[src/rtl/bit_field_pack.sv]
// Streaming narrower/packer: narrows SIZE_IN-bit results to SIZE_OUT-bit fields and packs two per output word.
// Optional saturation and sticky overflow flag are enabled by defining BFP_SATURATE_EN; default build truncates.
module bit_field_pack #(
  parameter int SIZE_IN  = 32,
  parameter int SIZE_OUT = 16
) (
  input  logic                    clk,
  input  logic                    rst_n,
  input  logic                    in_valid,
  output logic                    in_ready,
  input  logic [SIZE_IN-1:0]      in_data,
  input  logic                    in_last,
  input  logic                    sat_signed,
  output logic                    out_valid,
  input  logic                    out_ready,
  output logic [2*SIZE_OUT-1:0]   out_data,
  output logic [1:0]              out_mask,
  output logic                    ovf,
  input  logic                    ovf_clr
);

  logic                  accept;
  logic [SIZE_OUT-1:0]   narrow;
  logic                  clip;

  logic [SIZE_OUT-1:0]   hold_q, hold_d;
  logic                  hold_vld_q, hold_vld_d;
  logic [2*SIZE_OUT-1:0] out_data_q, out_data_d;
  logic [1:0]            out_mask_q, out_mask_d;
  logic                  out_valid_q, out_valid_d;

  // A new word may enter only when the output register is free or draining this cycle.
  assign in_ready = !out_valid_q || out_ready;
  assign accept   = in_valid && in_ready;

`ifdef BFP_SATURATE_EN
  always_comb begin
    narrow = in_data[SIZE_OUT-1:0];
    clip   = 1'b0;
    if (sat_signed) begin
      // Fits iff every bit from the field's sign bit upward matches the input sign.
      if (in_data[SIZE_IN-1:SIZE_OUT-1] != {(SIZE_IN-SIZE_OUT+1){in_data[SIZE_IN-1]}}) begin
        clip   = 1'b1;
        narrow = {in_data[SIZE_IN-1], {(SIZE_OUT-1){~in_data[SIZE_IN-1]}}};
      end
    end else if (|in_data[SIZE_IN-1:SIZE_OUT]) begin
      clip   = 1'b1;
      narrow = '1;
    end
  end

  logic ovf_q, ovf_d;

  always_comb begin
    ovf_d = ovf_q;
    if (ovf_clr)
      ovf_d = 1'b0;
    if (accept && clip)
      ovf_d = 1'b1;
  end

  always_ff @(posedge clk or negedge rst_n) begin
    if (!rst_n)
      ovf_q <= 1'b0;
    else
      ovf_q <= ovf_d;
  end

  assign ovf = ovf_q;
`else
  assign narrow = in_data[SIZE_OUT-1:0];
  assign clip   = 1'b0;
  assign ovf    = 1'b0;

  logic unused_trunc;
  assign unused_trunc = ^{in_data[SIZE_IN-1:SIZE_OUT], sat_signed, ovf_clr, clip};
`endif

  always_comb begin
    hold_d      = hold_q;
    hold_vld_d  = hold_vld_q;
    out_data_d  = out_data_q;
    out_mask_d  = out_mask_q;
    out_valid_d = out_valid_q;

    if (out_valid_q && out_ready)
      out_valid_d = 1'b0;

    // A load in the same cycle as a drain overrides the drop, keeping out_valid continuous.
    if (accept) begin
      if (hold_vld_q) begin
        out_data_d  = {narrow, hold_q};
        out_mask_d  = 2'b11;
        out_valid_d = 1'b1;
        hold_vld_d  = 1'b0;
      end else if (in_last) begin
        out_data_d  = {{SIZE_OUT{1'b0}}, narrow};
        out_mask_d  = 2'b01;
        out_valid_d = 1'b1;
      end else begin
        hold_d      = narrow;
        hold_vld_d  = 1'b1;
      end
    end
  end

  always_ff @(posedge clk or negedge rst_n) begin
    if (!rst_n) begin
      hold_q      <= '0;
      hold_vld_q  <= 1'b0;
      out_data_q  <= '0;
      out_mask_q  <= 2'b00;
      out_valid_q <= 1'b0;
    end else begin
      hold_q      <= hold_d;
      hold_vld_q  <= hold_vld_d;
      out_data_q  <= out_data_d;
      out_mask_q  <= out_mask_d;
      out_valid_q <= out_valid_d;
    end
  end

  assign out_data  = out_data_q;
  assign out_mask  = out_mask_q;
  assign out_valid = out_valid_q;

endmodule

[config.mk]
export PLATFORM = sky130hd
export DESIGN_NAME = bit_field_pack
export DESIGN_NICKNAME = d
export VERILOG_FILES = /design/src/rtl/bit_field_pack.sv
export SDC_FILE = /design/constraint.sdc
export NUM_CORES = 1
export LEC_CHECK = 0
export BUFFER_PORTS_ARGS = -buffer_cell sky130_fd_sc_hd__buf_2
export CAP_MARGIN = 20
export CORE_MARGIN = 2
export CORE_UTILIZATION = 25
export CTS_BUF_LIST = sky130_fd_sc_hd__clkbuf_8
export CTS_CLUSTER_DIAMETER = 60
export DETAILED_ROUTE_END_ITERATION = 6
export HOLD_SLACK_MARGIN = 0.06
export PLACE_DENSITY_LB_ADDON = 0.05
export SETUP_SLACK_MARGIN = 0.4
export SLEW_MARGIN = 40
export SYNTH_ARGS = -nofsm -noshare
export SYNTH_HDL_FRONTEND = slang
export SYNTH_SLANG_ARGS = --single-unit
[constraint.sdc]
create_clock -name clk -period 1.84 [get_ports clk]
set_input_delay 0.092 -clock clk [delete_from_list [all_inputs] [get_ports clk]]
set_output_delay 0.092 -clock clk [all_outputs]
set_load 0.02 [all_outputs]
# Yosys cells after proc, flatten, opt, wreduce, memory -nomap -nowiden

Index checks and enable logic that the tools add are counted.

Reduce and logical (&&, ||, !) cells: 7
Bitwise gates (word level): 2
Multiplexer cells: 10

Operators by type and width:

| cell              | number |
|---|---|
| $mux 32           | 2 |
| $mux 1            | 6 |
| $mux 2            | 2 |
| $reduce_and 3->1  | 1 |
| $logic_and 1x1->1 | 2 |
| $not 1->1         | 2 |
| $reduce_and 2->1  | 1 |
| $reduce_bool 2->1 | 1 |
| $logic_not 1->1   | 1 |
| $logic_or 1x1->1  | 1 |

Flip-flop bits (word level): 52
Word-level logic and storage cells: 24
Input port bits: 39
Output and inout port bits: 37

# Longest topological paths before layout

Gate-level depths: netlist of run 1.

Depth in word-level cells: 5
Gate-level depth with buffers: 6
Mapped depth without buffers: 3

# Worst setup path after synthesis of run 1

Ideal clock, no wire load.

Path kind: register -> register
Start point: register out_valid_q (netlist: out_valid)
End point: register out_data_q[10] (netlist: out_data[10])
Stages on the path, launching flop included: 7
Required time: 1.715 ns
Slack: 0.366 ns
Clock period less this slack: 1.474 ns
Library setup time: 0.125 ns
Path buffers: 3
Data arrival time: 1.349 ns
Path through: dfrtp_1 nand2b_1 buf_4 nand3b_4 buf_6 buf_8 mux2_4

Word-level cells in the longest chain between the ends: 4

Ends and longest elaborated chain:

| element                           | line | text |
|---|---|---|
| start: declaration                | 30   | `logic out_valid_q, out_valid_d;` |
| start signal: assignment          | 119  | `out_valid_q <= out_valid_d;` |
| $logic_not 1->1                   | 33   | `assign in_ready = !out_valid_q \|\| out_ready;` |
| $logic_or 1x1->1                  | 33   |  |
| via in_ready                      | 10   | `output logic in_ready,` |
| $logic_and 1x1->1                 | 34   | `assign accept = in_valid && in_ready;` |
| $reduce_and 2->1 (no source line) | -    |  |
| end signal: assignment            | 117  | `out_data_q <= out_data_d;` |
| end: declaration                  | 28   | `logic [2*SIZE_OUT-1:0] out_data_q, out_data_d;` |

The timed path passes the listed nets, and every way through them passes these cells.
A chain may end at the register's enable or synchronous reset.

# Worst setup path after layout of run 1

Start point: register hold_vld_q
End point: register out_data_q[1] (netlist: out_data[1])

Word-level cells in the longest chain between the ends: 2
Elaborated cells on any way between the ends: 3
Classes of those cells: mux: 1; reduce/logical: 2

Ends and longest elaborated chain:

| element                            | line | text |
|---|---|---|
| start: declaration                 | 27   | `logic hold_vld_q, hold_vld_d;` |
| start signal: assignment           | 116  | `hold_vld_q <= hold_vld_d;` |
| $reduce_bool 2->1 (no source line) | -    |  |
| $reduce_and 2->1 (no source line)  | -    |  |

Several ways; a longest one is shown, not always the timed one.

==> results.json, run 1 <==
{
  "use_met3_pct": 2.86,
  "routed_via_density": 4.28,
  "status": "finished clean",
  "clk_pin_slew_ns": 0.09,
  "p_leak_nw": 1.38,
  "wl_per_cell_um": 15.2,
  "grt_max_degree": 29,
  "met1_usage_pct": 13.9,
  "cp_data_required_time_ns": 2.03,
  "clkPwrFrac_pct": 17.1,
  "setup_viol": 0,
  "holdWs_ns": 0.208,
  "drt_pass1_iterations": 4,
  "path_class": "flop to flop",
  "drive_gt1_share_pct": 58.6,
  "cts_tree": "done",
  "multi_input_area_um2": 822,
  "ys_seq_elements": 52,
  "totalPowerFinal_mw": 3.88,
  "pwr-share-comb_pct": 37.8,
  "skew_ns": 0.00658,
  "start_util_pct": 25.6,
  "avgSynthCellArea_um2": 16.0,
  "grt_use_total_pct": 10.6,
  "post-place-ws_ns": 0.0687,
  "port-buffer-count": 56,
  "seq_area_um2": 1300,
  "final_antenna_net_count": 0,
  "final_common_cell": "buf_2",
  "endpoint_kind": "flop",
  "grt_pass1_vias": 1520,
  "critPathLaunchType": "flop",
  "yosysWarnings": 0,
  "seq_power_share_pct": 45.2,
  "syn_nets": 177,
  "arrival_ns": 1.59,
  "synth_area_um2": 2210,
  "swShare_pct": 33.6,
  "max-cap-violations": 0,
  "powerDensity_nw_per_um2": 1340,
  "synthCells": 138,
  "critPathMaxStageDelay_ns": 0.45,
  "grt_util_met2_pct": 16.9,
  "intPower_mw": 2.58,
  "drv_slew": 0,
  "dp_hpwl_mm": 3.38,
  "pin_count": 76,
  "min_period_ns": 1.40,
  "switchingPower_mw": 1.30,
  "htree_levels": 2,
  "core_area_um2": 8640,
  "crit_slowest_cell": "dfrtp_2",
  "tns_ns": 0,
  "antenna_found_initial": 0,
  "yosysUniqueCellTypes": 17,
  "antenna_cells": 0,
  "peakVddDrop_mv": 0.439,
  "gr-total-overflow": 0,
  "yosysSeqAreaShare_pct": 59.0,
  "final_cell_mix": "buf_2, dfrtp_1, mux2_2, dlygate4sd3_1, a22o_1",
  "nNetsFinal": 253,
  "setup_slack_ns": 0.441,
  "hold_violations": 0,
  "insertion_delay_ns": 0.30,
  "std_cell_rows": 34,
  "path_cells": "nor2_4, nand3b_4, buf_12, mux2_2",
  "crit_fanout": 19,
  "fmax_ghz": 0.715,
  "min_path_type": "input port to flop",
  "die_height_um": 98.0,
  "cts_buffer_depth": 2,
  "cts_buffers": 5,
  "die_area_um2": 9600,
  "top_usage_layer": "met2",
  "drtIter0Drc": 31,
  "die_w_um": 98.0,
  "place.gp.congestion": 0.705,
  "fillers": 866,
  "fin_crit_sh_pct": 76.0,
  "grt_pass1_wl_mm": 7.91,
  "clock-sinks": 52,
  "rsz0062_at_grt": "yes",
  "wl_mm": 4.92,
  "clock-root-buffer": "clkbuf_8",
  "num_vias": 1384,
  "drc": 0,
  "area_delta_synth_final_pct": 31.1
}
==> routing by layer <==
| layer | up-vias | wire [µm] |
|---|---|---|
| met2 | 34 | 2370 |
| met1 | 701 | 2270 |
| met3 | 5 | 218 |
| li1 | 644 | - |
| met5 | - | 0 |
| met4 | 0 | 68 |
==> cell usage after synthesis, drive strengths merged <==
library cell  number  area share (%)
a21o               2            0.68
a22o              16             6.3
and2               1            0.28
and3               1            0.28
buf               11             4.1
conb               1            0.17
dfrtp             52              59
mux2              48              26
nand2              1            0.17
nand2b             2            0.57
nand3              1            0.79
nand3b             1            0.91
nor2               1            0.51
==> cell families (layout without fill, tap and decap cells) <==
group	after synthesis	in the layout	synth area share [%]
flops	52	52	59.0
mux	48	48	26.2
other cells	1	1	0.170
compound gates	18	18	7.03
buf+inv	11	88	4.14
simple gates	8	8	3.51
==> worst paths after layout <==
| kind | startpoint | to | slack (ns) | cells after the start |
|---|---|---|---|---|
| worst max-delay path | hold_vld_q | out_data[1] | 0.44 | 4 |
| worst min-delay path | out_ready | out_valid | 0.21 | 3 |
| worst max register to register | hold_vld_q | out_data[1] | 0.44 | 4 |
| worst min register to register | out_mask[1] | out_mask[1] | 0.49 | 1 |
| max in group asynchronous | rst_n | out_valid | 1.21 | 3 |
| min in group asynchronous | rst_n | out_data[16] | 0.32 | 3 |
==> power groups by stage <==
stage               sequential [mW]  clock (mW)  combinational [mW]
floorplan                      2.06           0               0.678
global placement               1.75           0                1.41
detailed placement             1.77           0                1.44
CTS                            1.75       0.703                1.49
global route                   1.80       0.757                1.56
finish                         1.75       0.663                1.46
==> registers in the layout, indices dropped and copies added (netlist names) <==
signal      flops
out_data       32
hold_q         16
out_mask        2
hold_vld_q      1
out_valid       1
==> critical path, delay by kind of cell, from the launching register on <==
family / cells / cell delay [ns]
flops: 1 / 0.45
simple gates: 2 / 0.32
mux: 1 / 0.35
buf+inv: 1 / 0.17
==> layout make-up <==
type	instances	share of cell area, %
Clock inverter	2	0.346
Timing Repair Buffer	80	18.6
Clock buffer	6	2.85
Sequential cell	52	45.1
Tap cell	108	4.67
Multi-Input combinational cell	75	28.4
==> repair_timing <==
item,4_1_cts,5_1_grt
pin swaps,1,0
hold buffers,17,0
hold endpoints to repair,83,0
gates resized for setup,4,6
buffers inserted,1,0
endpoints found under the setup margin,49,19
==> stage by stage <==
stage | utilization [%] | instance area, µm² | std cells
after floorplan | - | 2210 | 138
after global placement | 29.8 | 2580 | 297
after detailed placement | 29.8 | 2580 | 297
after CTS | 33.3 | 2870 | 323
after global routing | 33.5 | 2890 | 323
final | 33.5 | 2890 | 323
Power figures use the tool's default switching activity.
==> inputs of run 2 (changes only) <==
- clock period: 1.84 -> 1.15 ns (I/O delays scaled with it)
==> results.json, run 2 (same netlist as run 1, synthesis figures left out) <==
{
  "fmax_ghz": 0.735,
  "cts_tree": "done",
  "largest_reg_flops": 32,
  "grt_pass1_vias": 1775,
  "std_cell_rows": 34,
  "core_area_um2": 8640,
  "critPathMaxStageDelay_ns": 0.46,
  "wl_per_cell_um": 16.0,
  "dp_hpwl_mm": 3.48,
  "gr-total-overflow": 0,
  "drive_gt1_share_pct": 66.0,
  "antenna_cells": 0,
  "die_height_um": 98.0,
  "rsz0062_at_grt": "yes",
  "htree_levels": 2,
  "clock-sinks": 52,
  "clock-root-buffer": "clkbuf_8",
  "endpoint_kind": "flop",
  "final_antenna_net_count": 0,
  "area_delta_synth_final_pct": 63.8,
  "cts_buffers": 5,
  "routed_via_density": 4.35,
  "crit_slowest_cell": "dfrtp_2",
  "final_cell_mix": "dfrtp_1, buf_6, mux2_2, buf_4, buf_2",
  "drtIter0Drc": 24,
  "drt_pass1_iterations": 4,
  "tns_ns": -8.68,
  "die_w_um": 98.0,
  "drv_slew": 0,
  "status": "complete, but fails checks",
  "port-buffer-count": 56,
  "cp_data_required_time_ns": 1.34,
  "reg2reg_depth": 4,
  "skew_ns": 0.00953,
  "wl_mm": 5.78,
  "grt_pass1_wl_mm": 9.27,
  "powerDensity_nw_per_um2": 2160,
  "crit_family": "flip-flops",
  "setup_slack_ns": -0.211,
  "nNetsFinal": 291,
  "worstHoldPathCells": 3,
  "arrival_ns": 1.55,
  "min_period_ns": 1.36,
  "cts_buffer_depth": 2,
  "critical_path_depth": 4,
  "num_vias": 1569,
  "post-place-ws_ns": -0.250,
  "drc": 0,
  "critPathLaunchType": "flop",
  "place.gp.congestion": 0.742,
  "hold_violations": 0,
  "peakVddDrop_mv": 0.705,
  "min_path_type": "input port to flop",
  "antenna_found_initial": 0,
  "pin_count": 76,
  "setup_viol": 53,
  "max-cap-violations": 0,
  "fin_crit_sh_pct": 118,
  "clk_pin_slew_ns": 0.10,
  "grt_use_total_pct": 12.3,
  "crit_fanout": 9,
  "path_cells": "nor2_4, nand3b_4, buf_12, mux2_4",
  "final_common_cell": "dfrtp_1",
  "insertion_delay_ns": 0.31,
  "crit_buf_inv": 1,
  "path_class": "flop to flop",
  "die_area_um2": 9600,
  "failed_checks": "setup timing",
  "p_leak_nw": 1.75,
  "start_util_pct": 25.6,
  "grt_max_degree": 34
}
run 2: changes by cell type in the layout (fill, tap and decap cells not counted), moves of 2 or more:
cell and delta:
buf_6 +43, clkinv_2 -2, buf_4 +24, nand2b_4 +2
mux2_4 +7, mux2_2 -7, buf_2 -36, buf_16 +2
clkbuf_16 +2, buf_12 +4
run 2: through the flow:
stage	cells	power [mW]	util (%)	hold WS [ns]	instance area, µm²
6_report	361	7.80	41.9	0.119	3620
3_3_place_gp	305	5.17	31.4	0.0488	2710
3_5_place_dp	305	5.22	31.4	0.0497	2710
5_1_grt	361	8.22	41.9	0.116	3620
4_1_cts	353	7.69	40.4	0.104	3490
2_1_floorplan	138	4.39	-	-0.238	2220
run 2: worst paths after layout:
check	start	slack, ns	to
max	hold_vld_q	-0.21	out_data[12]
min	in_data[9]	0.12	out_data[9]
max reg2reg	hold_vld_q	-0.21	out_data[12]
min reg2reg	hold_q[14]	0.51	hold_q[14]
max in group asynchronous	rst_n	0.67	hold_vld_q
min in group asynchronous	rst_n	0.25	out_data[31]
run 2: layer usage:
metal | global-route usage (%) | routed length, µm
met1 | 15.9 | 2580
met2 | 20.4 | 2870
met3 | 3.01 | 277
met4 | 3.53 | 56
met5 | 0 | 0
run 2: worst reg2reg max path, cell delays in order (launching register included):
cell and delay (ns):
dfrtp_2 0.46, nor2_4 0.10, nand3b_4 0.21, buf_12 0.17, mux2_4 0.31
run 2: layout make-up:
cell class,instances,area (µm²)
tap,108,135
sequential,52,1300
timing repair buffer,118,1190
clock inverter,2,38.8
clock buffer,6,82.6
fill,815,5020
multi-input combinational,75,862
run 2: what timing repair did:
item	in CTS	in global routing
pin swaps	1	15
setup buffers	21	6
hold buffers	17	0
gates cloned	2	2
endpoints found under the hold margin	84	0
resized for setup	87	9
setup endpoints to repair	88	88
run 2: report_power, final:
part           leakage (nW)  internal [mW]  switching [mW]  total [mW]
clock                0.0614          0.713           0.642        1.36
combinational          1.06           2.23            1.32        3.55
sequential            0.625           2.47           0.426        2.90
